[config.mk]
export PLATFORM = sky130hd
export DESIGN_NAME = rom_port_arbiter
export DESIGN_NICKNAME = d
export VERILOG_FILES = /design/src/rtl/rom_arb_pkg.sv /design/src/rtl/rom_port_arbiter_toggle_slot.sv /design/src/rtl/rom_port_arbiter.sv
export SDC_FILE = /design/constraint.sdc
export NUM_CORES = 1
export LEC_CHECK = 0
export BUFFER_PORTS_ARGS = -buffer_cell sky130_fd_sc_hd__buf_2
export CAP_MARGIN = 20
export CORE_ASPECT_RATIO = 1.2
export CORE_MARGIN = 2
export CORE_UTILIZATION = 40
export CTS_CLUSTER_SIZE = 20
export DETAILED_ROUTE_END_ITERATION = 8
export HOLD_SLACK_MARGIN = 0.1
export PLACE_DENSITY = 0.76
export SLEW_MARGIN = 30
export SYNTH_ARGS = -nofsm -noshare
export SYNTH_HDL_FRONTEND = slang
export SYNTH_SLANG_ARGS = --single-unit
[constraint.sdc]
create_clock -name MCLK -period 2.95 [get_ports MCLK]
set_clock_uncertainty 0.2 [all_clocks]
set_input_delay 0.885 -clock MCLK [delete_from_list [all_inputs] [get_ports MCLK]]
set_output_delay 0.885 -clock MCLK [all_outputs]
set_load 0.02 [all_outputs]
[src/rtl/rom_arb_pkg.sv]
// Shared types for the DDR3 ROM port arbiter.
// Requester ids, FSM states and the latched downstream command.
package rom_arb_pkg;

    localparam int ARB_ADDR_W = 24;

    typedef enum logic [1:0] {
        REQ_LD,
        REQ_CPU,
        REQ_SV
    } req_id_t;

    typedef enum logic {
        IDLE,
        WAIT
    } arb_state_t;

    typedef struct packed {
        logic [ARB_ADDR_W-1:0] addr;
        logic                  we;
        logic [1:0]            be;
        logic [15:0]           din;
    } mem_cmd_t;

endpackage

[src/rtl/rom_port_arbiter_toggle_slot.sv]
// One requester side of a toggle handshake: pending flag,
// ack toggle on completion and optional read-data capture.
module toggle_slot (
    input  logic        MCLK,
    input  logic        RESET_N,
    input  logic        req,
    input  logic        done,
    input  logic        cap,
    input  logic [15:0] din,
    output logic        ack,
    output logic        pending,
    output logic [15:0] dout
);

    assign pending = req != ack;

    always_ff @(posedge MCLK or negedge RESET_N) begin
        if (!RESET_N) begin
            ack  <= 1'b0;
            dout <= '0;
        end else if (done) begin
            ack <= ~ack;
            if (cap) begin
                dout <= din;
            end
        end
    end

endmodule

[src/rtl/rom_port_arbiter.sv]
// Shares the toggle-handshake DDR3 ROM port between the loader,
// the 68k ROM fetch and the save-RAM backup engine.
module rom_port_arbiter
    import rom_arb_pkg::*;
#(
    parameter int ADDR_W     = 24,
    parameter int STARVE_MAX = 4
) (
    input  logic              MCLK,
    input  logic              RESET_N,
    input  logic              LOADING,
    input  logic [ADDR_W-1:0] ld_addr,
    input  logic [15:0]       ld_din,
    input  logic              ld_req,
    output logic              ld_ack,
    input  logic [ADDR_W-1:0] cpu_addr,
    output logic [15:0]       cpu_dout,
    input  logic              cpu_req,
    output logic              cpu_ack,
    input  logic [ADDR_W-1:0] sv_addr,
    input  logic              sv_we,
    input  logic [1:0]        sv_be,
    input  logic [15:0]       sv_din,
    output logic [15:0]       sv_dout,
    input  logic              sv_req,
    output logic              sv_ack,
    output logic [ADDR_W-1:0] mem_addr,
    output logic              mem_we,
    output logic [1:0]        mem_be,
    output logic [15:0]       mem_din,
    input  logic [15:0]       mem_dout,
    output logic              mem_req,
    input  logic              mem_ack,
    output logic              busy
);

    localparam logic [2:0] STARVE_LIM = 3'(STARVE_MAX);

    arb_state_t  state_q, state_d;
    req_id_t     gnt_q, gnt_d;
    mem_cmd_t    cmd_q, cmd_d;
    logic        mem_req_q;
    logic [2:0]  starve_q, starve_d;

    logic        ld_p, cpu_p, sv_p;
    logic        ld_win, cpu_win, sv_win, grant;
    logic        ack_in, cap;
    logic        ld_done, cpu_done, sv_done;
    logic [15:0] ld_dout_unused;

    assign ack_in   = (state_q == WAIT) && (mem_ack == mem_req_q);
    assign cap      = ~cmd_q.we;
    assign ld_done  = ack_in && (gnt_q == REQ_LD);
    assign cpu_done = ack_in && (gnt_q == REQ_CPU);
    assign sv_done  = ack_in && (gnt_q == REQ_SV);

    toggle_slot u_ld (
        .MCLK    (MCLK),
        .RESET_N (RESET_N),
        .req     (ld_req),
        .done    (ld_done),
        .cap     (cap),
        .din     (mem_dout),
        .ack     (ld_ack),
        .pending (ld_p),
        .dout    (ld_dout_unused)
    );

    toggle_slot u_cpu (
        .MCLK    (MCLK),
        .RESET_N (RESET_N),
        .req     (cpu_req),
        .done    (cpu_done),
        .cap     (cap),
        .din     (mem_dout),
        .ack     (cpu_ack),
        .pending (cpu_p),
        .dout    (cpu_dout)
    );

    toggle_slot u_sv (
        .MCLK    (MCLK),
        .RESET_N (RESET_N),
        .req     (sv_req),
        .done    (sv_done),
        .cap     (cap),
        .din     (mem_dout),
        .ack     (sv_ack),
        .pending (sv_p),
        .dout    (sv_dout)
    );

    always_comb begin
        state_d  = state_q;
        gnt_d    = gnt_q;
        cmd_d    = cmd_q;
        starve_d = starve_q;
        ld_win   = 1'b0;
        cpu_win  = 1'b0;
        sv_win   = 1'b0;

        // During download only the loader may reach the port.
        if (state_q == IDLE) begin
            if (ld_p) begin
                ld_win = 1'b1;
            end else if (!LOADING) begin
                if (sv_p && (!cpu_p || starve_q == STARVE_LIM)) begin
                    sv_win = 1'b1;
                end else if (cpu_p) begin
                    cpu_win = 1'b1;
                end
            end
        end
        grant = ld_win | cpu_win | sv_win;

        unique case (1'b1)
            ld_win: begin
                gnt_d      = REQ_LD;
                cmd_d.addr = ARB_ADDR_W'(ld_addr);
                cmd_d.we   = 1'b1;
                cmd_d.be   = 2'b11;
                cmd_d.din  = ld_din;
            end
            cpu_win: begin
                gnt_d      = REQ_CPU;
                cmd_d.addr = ARB_ADDR_W'(cpu_addr);
                cmd_d.we   = 1'b0;
                cmd_d.be   = 2'b11;
                cmd_d.din  = '0;
            end
            sv_win: begin
                gnt_d      = REQ_SV;
                cmd_d.addr = ARB_ADDR_W'(sv_addr);
                cmd_d.we   = sv_we;
                cmd_d.be   = sv_we ? sv_be : 2'b11;
                cmd_d.din  = sv_din;
            end
            default: ;
        endcase

        if (grant) begin
            state_d = WAIT;
        end else if (ack_in) begin
            state_d = IDLE;
        end

        // Save gets a turn after STARVE_MAX CPU grants in a row.
        if (!sv_p || sv_win) begin
            starve_d = '0;
        end else if (cpu_win && starve_q != STARVE_LIM) begin
            starve_d = starve_q + 3'd1;
        end
    end

    always_ff @(posedge MCLK or negedge RESET_N) begin
        if (!RESET_N) begin
            state_q   <= IDLE;
            gnt_q     <= REQ_LD;
            cmd_q     <= '0;
            mem_req_q <= 1'b0;
            starve_q  <= '0;
        end else begin
            state_q  <= state_d;
            gnt_q    <= gnt_d;
            cmd_q    <= cmd_d;
            starve_q <= starve_d;
            if (grant) begin
                mem_req_q <= ~mem_req_q;
            end
        end
    end

    assign mem_addr = ADDR_W'(cmd_q.addr);
    assign mem_we   = cmd_q.we;
    assign mem_be   = cmd_q.be;
    assign mem_din  = cmd_q.din;
    assign mem_req  = mem_req_q;
    assign busy     = state_q == WAIT;

endmodule

=== Word level (Yosys, flattened, before mapping) ===
Index checks and enable logic that the tools add are counted.

* Output and inout bits: 80
* Register bits after elaboration: 85
* Input port bits: 130

* Eq/ne operators: 8
* Reduce and logical (&&, ||, !) cells: 16
* Add/sub/neg operators: 1
* Bitwise operators: 7
* Multiplexer cells: 18

{| class="wikitable"
|+ Operators by type and width
! cell !! count
|-
| case mux 43 bit (3 select lines) || 1
|-
| 2-to-1 mux 1 bit || 13
|-
| logical AND 1 bit || 6
|-
| 2-to-1 mux 3 bit || 2
|-
| case mux 2 bit (3 select lines) || 1
|-
| inverter 1 bit || 5
|-
| AND reduction 2 bit || 2
|-
| nonzero test 2 bit || 2
|-
| adder 3 x 1 -> 3 bit (second input constant) || 1
|-
| == test 3 bit (second input constant) || 1
|-
| inequality test 1 bit || 3
|-
| inequality test 3 bit (second input constant) || 1
|-
| nonzero test 3 bit || 1
|-
| == test 2 x 1 -> 1 bit (second input constant) || 1
|-
| == test 2 bit (second input constant) || 1
|-
| logical NOT 1 bit || 2
|-
| logical NOT 2 bit || 1
|-
| logical OR 1 bit || 2
|-
| 2-to-1 mux 2 bit || 1
|-
| OR 1 bit || 2
|-
| == test 1 bit || 1
|}

=== Logic depth before layout (Yosys ltp) ===
* Word-level depth: 11
* Gate-level depth with buffers: 7
* Depth with buffers taken out: 6

=== Modules after synthesis ===
Synthesis repeated with hierarchy kept, for this count alone.

* Cells, all modules: 422
* Area, all modules: 4790.8 um2

{| class="wikitable"
|+ Modules (own cells, without submodules)
! module !! cells each !! area an instance (um2) !! sequential area each (um2) !! times used
|-
| rom_port_arbiter || 311 || 2715.1 || 1251.2 || 1
|-
| toggle_slot || 37 || 691.9 || 425.4 || 3
|}

=== Least setup slack after synthesis ===
OpenSTA, ideal clock, no wires.

* Path kind: input-to-reg
* From: in mem_ack
* To: reg u_cpu.dout[12]
* Setup time: 125 ps
* Cell stages on the path: 5
* Arrival: 2145 ps
* Setup slack: 480 ps
* Buffers on the path: 1
* Path through: xnor2_1 > nand2_1 > nor4b_4 > buf_4 > mux2_2

* Cells in the longest elaborated chain, start to end: 4

{| class="wikitable"
|+ RTL lines
! element !! RTL line !! source
|-
| from (decl) || rom_port_arbiter.sv:33 || <nowiki>input logic mem_ack,</nowiki>
|-
| == test 1 bit || rom_port_arbiter.sv:51 || <nowiki>assign ack_in = (state_q == WAIT) && (mem_ack == mem_req_q);</nowiki>
|-
| logical AND 1 bit || rom_port_arbiter.sv:51 ||
|-
| logical AND 1 bit || rom_port_arbiter.sv:54 || <nowiki>assign cpu_done = ack_in && (gnt_q == REQ_CPU);</nowiki>
|-
| AND reduction 2 bit (no source line) || -- ||
|-
| to (signal assigned) || rom_port_arbiter_toggle_slot.sv:24 || <nowiki>dout <= din;</nowiki>
|-
| to (decl) || rom_port_arbiter_toggle_slot.sv:12 || <nowiki>output logic [15:0] dout</nowiki>
|}

Every way passes these cells.
A chain may end at the register's enable or synchronous reset.

=== Final worst setup path ===
* From: reg state_q (netlist: busy)
* To: out busy

{| class="wikitable"
|+ RTL lines
! element !! RTL line !! source
|-
| from (decl) || rom_port_arbiter.sv:39 || <nowiki>arb_state_t state_q, state_d;</nowiki>
|-
| from (signal assigned) || rom_port_arbiter.sv:163 || <nowiki>state_q <= state_d;</nowiki>
|-
| to (decl) || rom_port_arbiter.sv:34 || <nowiki>output logic busy</nowiki>
|}

No word-level cell between the ends.

==> flow_metrics.tcl <==
set metrics [dict create \
    cts_hold_buf 0 \
    clk_latency_ns 0.33 \
    cts.path.max_buffers 2 \
    syn_area_um2 4020 \
    grt_max_degree 62 \
    async_flop_share 1.00 \
    drive_gt1_frac 0.484 \
    ant_nets 0 \
    htreeDepth 3 \
    core_area_um2 9910 \
    synth.top_cells.by_count "dfrtp_1 (85), nand3_1 (72), o21ai_0 (42), a2bb2oi_1 (40), mux2_2 (29)" \
    synth_fp_nets 496 \
    yosysWarnings 0 \
    startpoint_type "flop" \
    drv_slew 0 \
    area_delta_synth_final_pct 38.6 \
    max_cap_violations 0 \
    cts_root_buffer "clkbuf_16" \
    grt_pass1_wl_um 17900 \
    status "finished clean" \
    post_cts_buffers 0 \
    dp_hpwl_um 8510 \
    crit_path_max_incr_delay_ns 0.48 \
    synthCells 364 \
    synthTopCellsByArea "dfrtp_1 (53%), nand3_1 (9.0%), a2bb2oi_1 (8.7%), mux2_2 (8.1%), o21ai_0 (5.2%)" \
    synth_seq_area_share 0.529 \
    reg2reg_depth 5 \
    fin_total_pwr_mw 6.17 \
    synth_enable_flop_cells 0 \
    r2r_end "mem_addr[13]" \
    antenna_found_initial 1 \
    fin_crit_ns 2.42 \
    rows 40 \
    layout.cells.non_filler 703 \
    grt_use_total 0.210 \
    timing.critical_path.cells "buf_4, buf_2" \
    regToRegSetupSlack_ns 0.83 \
    pin_count 210 \
    fin_util 0.562 \
    grt.overflow.total 0 \
    die_area_um2 10900 \
    ctsResizeCount 0 \
    timing.final.setup_violations 0 \
    r2r_start "busy" \
    cts_tree "yes" \
    end_kind "primary output" \
    timing_hold_violations_final 0 \
    synth.largest_area_cell "dfrtp_1" \
    drt-pass1-iter-count 5 \
    clk_pin_slew_worst_paths_ns 0.06 \
    drt_iter0_drc 133 \
    yosysMostFrequentCell "dfrtp_1" \
    min_path_type "in2async" \
    synth.avg_cell_area_um2 11.0 \
    initial_core_util 0.406 \
    wl_per_cell_um 16.5 \
    wl_um 11600 \
    synth.distinct_cells 35 \
    leakage_nw 2.80 \
    via_per_inst 5.45 \
    vias 3828 \
    netlist.area_leader.share 0.529 \
    io_buffer_count 209 \
    power_density_nw_per_um2 1110 \
    synth-seq-cells 85 \
    n_antenna_cell 0 \
    final_nets 705 \
    tightest_slew_ns 0.620 \
    crit_arrival_ns 1.33 \
    rsz0062_at_grt "false" \
    slowest_stage "dfrtp_1" \
    numClockSinks 85 \
    place.gp.congestion 0.737 \
    timing.hold.ws_ns 0.257 \
    tns_ns 0 \
    min_period_over_period 0.819 \
    relSlewSlack 0.586 \
    path_max_fanout 25 \
    cts_made_buffers 9 \
    grt_pass1_vias 3694 \
    dp.cells 688 \
    drc 0 \
    die_y_um 114 \
    ir_drop_mv 0.511 \
    path_class "reg2out" \
    fmax_mhz 414 \
    required_ns 1.87 \
    ys.flop_type "dfrtp_1" \
    die_x_um 95.5 \
]
-- area by class of cell --
class / instances / area [um2]
clock buffer: 10 / 239
clock inverter: 5 / 85.1
fill: 861 / 4340
inverter: 3 / 11.3
multi-input combinational: 251 / 1770
sequential: 85 / 2130
tap: 126 / 158
timing repair buffer: 223 / 1180
-- worst max path at each step --
stage / startpoint / to / cells past startpoint
2_1_floorplan: mem_ack / u_cpu.dout[12] / 5
3_3_place_gp: ld_req / gnt_q[0] / 5
3_5_place_dp: ld_req / gnt_q[0] / 5
4_1_cts: ld_req / gnt_q[0] / 5
5_1_grt: busy / busy / 2
6_report: busy / busy / 2
-- registers in the layout (all words and copies together), names as in the netlist --
signal      count
mem_din        16
u_cpu.dout     16
u_sv.ack        1
busy            1
mem_we          1
u_cpu.ack       1
starve_q        3
mem_addr       24
mem_be          2
gnt_q           2
u_ld.ack        1
u_sv.dout      16
mem_req         1
-- logic make-up (layout without fill, tap and decap cells) --
| group | Yosys count | in the layout | synth area share |
|---|---|---|---|
| and+or+nand+nor | 112 | 112 | 0.142 |
| AOI/OAI and AO/OA | 95 | 95 | 0.170 |
| DFF | 85 | 85 | 0.529 |
| muxes | 32 | 32 | 0.0897 |
| buffers and inverters | 28 | 241 | 0.0346 |
| xor gates and xnor gates | 10 | 10 | 0.0283 |
| adders and majority gates | 2 | 2 | 0.00623 |
-- cells in the final DEF (no fill, tap or decap), drive strengths merged, types with 4 or more instances in the layout --
| cell type | count |
|---|---|
| buf | 223 |
| a21oi | 5 |
| mux2 | 32 |
| xor2 | 4 |
| dfrtp | 85 |
| xnor2 | 6 |
| nor3 | 4 |
| nand2 | 24 |
| clkbuf | 10 |
| a2bb2oi | 40 |
| nand3 | 72 |
| o21ai | 42 |
-- critical path: cells and delay by family (launching register included) --
kind | cells | cell delay [ns]
flip-flops | 1 | 0.48
buffers and inverters | 2 | 0.52
-- report_power, final --
group | switching (mW) | total [mW] | internal, mW
sequential | 0.312 | 1.97 | 1.66
clock | 0.441 | 1.20 | 0.762
combinational | 1.79 | 2.99 | 1.20
-- stage by stage --
stage	worst slack [ns]	cell area, um2
3_3_place_gp	0.175	5240
4_1_cts	0.478	5570
3_5_place_dp	0.116	5240
5_1_grt	0.483	5570
2_1_floorplan	0.480	4020
6_report	0.535	5570
-- routing by layer --
metal  share of wire  up-vias  GRT usage
met5          0.0014        -          0
met4           0.016        2     0.0848
met3            0.10       21     0.0555
met2            0.48      233      0.340
met1            0.40     1815      0.265
li1                -     1757          -
(Power assumes the default switching activity.)
